File: src/rtl/matrix_load_controller.sv
// Matrix load controller: turns a received dibit stream into a header byte N
// followed by two N x N row-major byte matrices (A then B). It writes them to
// matrix memory and launches the compute engine once a complete frame ends.
//
// state   | meaning
// --------+------------------------------------------------------------
// IDLE    | waiting for a fresh frame (axiiv rising edge)
// HDR     | assembling the header byte N
// LOAD_A  | writing N*N bytes of matrix A
// LOAD_B  | writing N*N bytes of matrix B
// DRAIN   | discarding the rest of the frame until axiiv drops
// START   | one-cycle compute_start pulse
// RUN     | waiting for compute_done; receive stream ignored
module matrix_load_controller #(
  parameter int MAX_N  = 8,
  parameter int ADDR_W = 6
) (
  input  logic              clk,
  input  logic              rst,
  input  logic              axiiv,
  input  logic [1:0]        axiid,
  input  logic              compute_done,
  output logic              wr_en,
  output logic              wr_sel,
  output logic [ADDR_W-1:0] wr_addr,
  output logic [7:0]        wr_data,
  output logic [3:0]        dim,
  output logic              compute_start,
  output logic              busy,
  output logic              frame_err
);

  typedef enum logic [2:0] {
    S_IDLE, S_HDR, S_LOAD_A, S_LOAD_B, S_DRAIN, S_START, S_RUN
  } state_t;

  localparam logic [7:0] MAX_N_B = 8'(MAX_N);

  state_t            r_state, w_state_nxt;
  logic              r_axiiv_d;
  logic [1:0]        r_dcnt;
  logic [5:0]        r_shift;
  logic [7:0]        r_cnt;
  logic              r_ok;
  logic              r_wr_en, r_wr_sel, r_frame_err;
  logic [ADDR_W-1:0] r_wr_addr;
  logic [7:0]        r_wr_data;
  logic [3:0]        r_dim;

  logic              w_byte_vld;
  logic [7:0]        w_byte;
  logic [7:0]        w_nn;
  logic              w_last;
  logic              w_hdr_ok;
  logic              w_wr;
  logic              w_err;

  assign w_byte_vld = axiiv && (r_dcnt == 2'd3);
  assign w_byte     = {axiid, r_shift};
  assign w_nn       = {4'd0, r_dim} * {4'd0, r_dim};
  assign w_last     = (r_cnt == (w_nn - 8'd1));
  assign w_hdr_ok   = (w_byte != 8'd0) && (w_byte <= MAX_N_B);

  assign wr_en     = r_wr_en;
  assign wr_sel    = r_wr_sel;
  assign wr_addr   = r_wr_addr;
  assign wr_data   = r_wr_data;
  assign dim       = r_dim;
  assign frame_err = r_frame_err;

  // State register.
  always_ff @(posedge clk or negedge rst) begin
    if (!rst) r_state <= S_IDLE;
    else      r_state <= w_state_nxt;
  end

  // Next-state decode.
  always_comb begin
    w_state_nxt = r_state;
    case (r_state)
      S_IDLE:   if (axiiv && !r_axiiv_d) w_state_nxt = S_HDR;
      S_HDR: begin
        if (!axiiv)          w_state_nxt = S_IDLE;
        else if (w_byte_vld) w_state_nxt = w_hdr_ok ? S_LOAD_A : S_DRAIN;
      end
      S_LOAD_A: begin
        if (!axiiv)                    w_state_nxt = S_IDLE;
        else if (w_byte_vld && w_last) w_state_nxt = S_LOAD_B;
      end
      S_LOAD_B: begin
        if (!axiiv)                    w_state_nxt = S_IDLE;
        else if (w_byte_vld && w_last) w_state_nxt = S_DRAIN;
      end
      S_DRAIN:  if (!axiiv) w_state_nxt = r_ok ? S_START : S_IDLE;
      S_START:  w_state_nxt = S_RUN;
      S_RUN:    if (compute_done) w_state_nxt = S_IDLE;
      default:  w_state_nxt = S_IDLE;
    endcase
  end

  // State-derived outputs plus write/error requests for the registered stage.
  always_comb begin
    w_wr          = 1'b0;
    w_err         = 1'b0;
    busy          = (r_state != S_IDLE);
    compute_start = (r_state == S_START);
    case (r_state)
      S_HDR:              w_err = !axiiv || (w_byte_vld && !w_hdr_ok);
      S_LOAD_A, S_LOAD_B: begin
        w_wr  = w_byte_vld;
        w_err = !axiiv;
      end
      default: ;
    endcase
  end

  // Dibit assembly; the counter runs in every state so byte framing is
  // always aligned to the start of axiiv.
  always_ff @(posedge clk or negedge rst) begin
    if (!rst) begin
      // Held high so a frame already running at reset release is not
      // mistaken for a new one.
      r_axiiv_d <= 1'b1;
      r_dcnt    <= 2'd0;
      r_shift   <= 6'd0;
    end else begin
      r_axiiv_d <= axiiv;
      if (!axiiv) begin
        r_dcnt <= 2'd0;
      end else begin
        r_dcnt <= r_dcnt + 2'd1;
        case (r_dcnt)
          2'd0:    r_shift[1:0] <= axiid;
          2'd1:    r_shift[3:2] <= axiid;
          2'd2:    r_shift[5:4] <= axiid;
          default: ;
        endcase
      end
    end
  end

  // Write port, element counter, header latch, success flag and error pulse.
  always_ff @(posedge clk or negedge rst) begin
    if (!rst) begin
      r_wr_en     <= 1'b0;
      r_wr_sel    <= 1'b0;
      r_wr_addr   <= '0;
      r_wr_data   <= 8'd0;
      r_frame_err <= 1'b0;
      r_dim       <= 4'd0;
      r_cnt       <= 8'd0;
      r_ok        <= 1'b0;
    end else begin
      r_wr_en     <= w_wr;
      r_frame_err <= w_err;
      if (r_state == S_HDR && w_byte_vld && w_hdr_ok) r_dim <= w_byte[3:0];
      if (w_wr) begin
        r_wr_sel  <= (r_state == S_LOAD_B);
        r_wr_addr <= ADDR_W'(r_cnt);
        r_wr_data <= w_byte;
        r_cnt     <= w_last ? 8'd0 : r_cnt + 8'd1;
      end else if (r_state != S_LOAD_A && r_state != S_LOAD_B) begin
        r_cnt <= 8'd0;
      end
      if (r_state == S_LOAD_B && w_wr && w_last)            r_ok <= 1'b1;
      else if (r_state == S_IDLE || r_state == S_START)     r_ok <= 1'b0;
    end
  end

endmodule

File: config.mk
export PLATFORM = sky130hd
export DESIGN_NAME = matrix_load_controller
export DESIGN_NICKNAME = d
export VERILOG_FILES = /design/src/rtl/matrix_load_controller.sv
export SDC_FILE = /design/constraint.sdc
export NUM_CORES = 1
export LEC_CHECK = 0
export CORE_MARGIN = 1.5
export CORE_UTILIZATION = 55
export CTS_CLUSTER_SIZE = 28
export DETAILED_ROUTE_END_ITERATION = 12
export PLACE_DENSITY = 0.77
export SLEW_MARGIN = 20
export SYNTH_ARGS = -nofsm -noshare
export SYNTH_HDL_FRONTEND = slang
export SYNTH_SLANG_ARGS = --single-unit
File: constraint.sdc
create_clock -name clk -period 4.51 [get_ports clk]
set_clock_uncertainty 0.2 [all_clocks]
set_input_delay 1.1275 -clock clk [delete_from_list [all_inputs] [get_ports clk]]
set_output_delay 1.1275 -clock clk [all_outputs]
set_load 0.005 [all_outputs]
==> results.rst <==
.. list-table::
   :header-rows: 1

   * - Metric
     - Value
   * - Pin count of the biggest net entering global routing
     - 43
   * - Crit path max-delay cell type
     - dfrtp_1
   * - Type of origin of the critical path
     - register
   * - Sequential area share after synthesis
     - around 44%
   * - Number of vias in the routed layout
     - 1901
   * - Number of buffers added to fix hold violations after cts
     - 0
   * - Total number of clock tree sinks
     - 42
   * - Overflow left after global routing
     - 0
   * - Total power per unit cell area
     - about 470 mW/mm²
   * - Die width
     - a little under 70 µm
   * - Yosys warnings
     - 0
   * - Slew Viols, Final
     - 0
   * - Remaining routing DRC violations
     - 0
   * - Weighted congestion reported at the end of routability-driven placement
     - 0.848
   * - Maximum count of clock buffers along a single path
     - 2
   * - Netlist area before placement
     - 0.00236 mm²
   * - Worst reg2reg setup slack
     - approximately 890 ps
   * - Number of nets in the layout
     - roughly 300
   * - Total iterations of the first detailed-routing run
     - 5
   * - Initial standard-cell utilization of the core
     - around three fifths
   * - Worst Path Class, Setup
     - reg2reg
   * - Cells after Synth
     - between 200 and 300
   * - Area Growth Syn to Fin
     - 17.3%
   * - CTS H-Tree Depth
     - 2
   * - Clock edge transition at the registers on the reported setup and hold paths
     - around 90 ps
   * - Setup Fix Bufs, Post-CTS
     - 0
   * - Tightest slew margin relative to the limit
     - between 30% and 40%
   * - Final hold vios
     - 0
   * - Critical path's largest stage delay
     - 560 ps
   * - Average routed wire per standard cell
     - 14.6 µm
   * - Total Die Area
     - ~0.0047 mm²
   * - Antenna violations before repair
     - 0
   * - Endpoint, Worst Hold
     - wr_data[3]
   * - Leakage power
     - 0.00131 µW
   * - CP Max Fanout
     - 15
   * - Hold Slack
     - 281 ps
   * - Cell chain of the critical path
     - nor3_1 > a21oi_1 > mux2i_1 > xnor2_1 > ha_1 > ha_1 > o21ai_0 > o21bai_2 > xnor2_1 > nor4_2 > buf_4 > a21oi_1 > a221o_1
   * - Number of top-level pins
     - 29
   * - Buf/Inv on CP
     - 1
   * - Number of stages on the worst setup path
     - 13
   * - Number of distinct standard cells referenced by the synthesized netlist
     - 45
   * - Vias in the first global route
     - ~1700
   * - Fin crit period
     - between 3000 and 4000 ps
   * - Std cell rows
     - 23
   * - DRC violation total after the first TritonRoute iteration
     - between 90 and 100
   * - Vias per cell
     - 5.76
   * - WHS Path Cells
     - 2
   * - Worst Path Arrival
     - 3600 ps
   * - Latest clock arrival within the worst-skew pair
     - 300 ps
   * - Max Fclk
     - approximately 280 MHz
   * - Synth Register Bits
     - 42
   * - Path type of the worst min-delay path
     - reg2reg
   * - Total Routed Length
     - between 4000 and 5000 µm
   * - Period Utilization, post-route
     - 80.2%
   * - Clock buffer count from CTS
     - 5
   * - Wire length of the first global-routing pass
     - about 7800 µm
   * - Setup-violating endpoint count in the final report
     - 0
   * - Outcome
     - complete, no violations
   * - Top flip-flop cell by instance count after synthesis
     - dfrtp_1
   * - Cells on worst reg2reg path
     - 13
   * - Sum of internal, switching and leakage power
     - between 1000 and 1500 µW
   * - Average cell area after synthesis
     - approximately 9.3 µm²
   * - Clock Root Buffer
     - clkbuf_8
   * - Cell type group with the largest total delay on the critical path
     - compound AO/OA/AOI/OAI gates
   * - Global-route usage over all layers
     - between 20% and 30%
   * - Layout cells sized above 1
     - 10.7%
   * - Maxcap violations
     - 0
   * - Number of enable-type register cells in the synthesized netlist
     - 0
   * - Type of element capturing the critical path
     - register
   * - Setup repair after global routing missed its margin
     - no
   * - Antenna Cells
     - 0
   * - Start point of the worst hold path
     - wr_data[3]
   * - Synth Net Count
     - ~270
   * - Buffers added on ports
     - 28
   * - R2r startpoint
     - dim[0]
   * - Floorplan die height
     - about 69 µm
   * - Proportion of register bits with asynchronous set or reset after synthesis
     - 100%
   * - Worst-margin pin slew
     - slightly above 900 ps
   * - Floorplan Core Area
     - approximately 0.0041 mm²
   * - Post-cts sizing count
     - 0
   * - Number of nets with antenna violations after routing
     - 0
   * - RR Endpoint
     - r_cnt[4]
   * - Maximum vdd drop
     - between 0.3 and 0.4 mV
   * - Dpl hpwl
     - around 3300 µm
   * - Count of filler cells inserted in the layout
     - ~330
   * - CTS tree
     - built
   * - Setup TNS
     - 0 ps
   * - Worst EP required
     - around 4500 ps
area by class of cell:
class / instances / area (µm²) / share of cell area, %
clock buffers: 5 / 68.8 / 2.48
multi-input cells: 189 / 1210 / 43.7
flip-flops and latches: 42 / 1050 / 37.9
repair buffers: 31 / 298 / 10.7
well taps: 50 / 62.6 / 2.26
clock inverters: 3 / 43.8 / 1.58
inverters: 10 / 37.5 / 1.35
cells in the mapped netlist (2+ instances only):
library cell,count,area share [%]
nand2_1,64,10
dfrtp_1,41,43
a21oi_1,15,3.2
ha_1,13,6.9
nor2_1,13,2.1
inv_1,10,1.6
mux2_2,10,4.8
nand3_1,10,2.1
xnor2_1,10,3.7
a221o_1,6,2.5
buf_2,6,1.3
o21ai_0,6,1.3
clkbuf_1,5,0.79
and2_1,3,0.79
nor3_1,3,0.63
a2111oi_0,2,0.74
a221oi_1,2,0.74
buf_4,2,0.63
nand2b_1,2,0.53
nand3b_1,2,0.63
nor2b_1,2,0.53
o32a_1,2,0.85
or2_2,2,0.53
xor2_1,2,0.74
tightest hold or removal path, delay by kind of cell (launching register included):
| family | cells | cell delay (ps) |
|---|---|---|
| DFF | 1 | 350 |
| and+or+nand+nor | 2 | 110 |
logic make-up (layout without fill, tap and decap cells):
logic type	after synthesis	count (layout)	synth area share, %
AO/OA/AOI/OAI	46	46	14.3
XOR/XNOR	12	12	4.44
adder cells (fa/ha/maj)	13	13	6.88
buffers and inverters	23	49	4.29
flip-flops	42	42	44.5
multiplexers	12	12	5.82
AND/OR/NAND/NOR	106	106	19.7
state kept, by name, summed over array words and instances (netlist names):
signal,flops
dim,4
wr_sel,1
r_dcnt,2
r_axiiv_d,1
frame_err,1
r_shift,6
r_cnt,8
r_state,3
wr_data,8
r_ok,1
wr_addr,6
wr_en,1
how the worst max path moves through the flow:
stage	to	slack, ps	startpoint
floorplan	r_state[0]	1160	dim[3]
global placement	r_cnt[7]	880	axiiv
detailed placement	r_cnt[5]	730	axiiv
CTS	r_cnt[4]	880	dim[0]
global route	r_cnt[7]	630	dim[0]
finish	r_cnt[4]	890	dim[0]
layer usage:
metal / track usage [%] / up-vias / part of all wire (%)
met1: 29.9 / 924 / 46
met4: 9.50 / 0 / 1.4
met2: 35.5 / 50 / 48
met5: 0 / - / 0
met3: 6.49 / 6 / 4.7
li1: - / 921 / -
metrics by stage:
stage          utilization (%)  setup slack (ps)  cells  area [µm²]
4_1_cts                   68.4               885    330        2770
3_5_place_dp              65.6               732    322        2660
3_3_place_gp              65.6               879    322        2660
2_1_floorplan                -              1160    254        2360
6_report                  68.4               891    330        2770
5_1_grt                   68.4               627    330        2770
layout by cell type, fill, tap and decap left out, types with 5 or more instances in the layout:
cell type / Yosys / routed
a21oi_1: 15 / 15
a221o_1: 6 / 6
clkbuf_8: 0 / 5
clkdlybuf4s50_1: 0 / 27
dfrtp_1: 41 / 41
ha_1: 13 / 13
inv_1: 10 / 10
mux2_2: 10 / 10
nand2_1: 64 / 64
nand3_1: 10 / 10
nor2_1: 13 / 13
o21ai_0: 6 / 6
xnor2_1: 10 / 10
power breakdown:
part | switching, µW | internal [µW]
sequential | 81.9 | 449
clock | 138 | 166
combinational | 216 | 253
total | 436 | 867
Note: power is estimated with default switching activity, not from simulation.
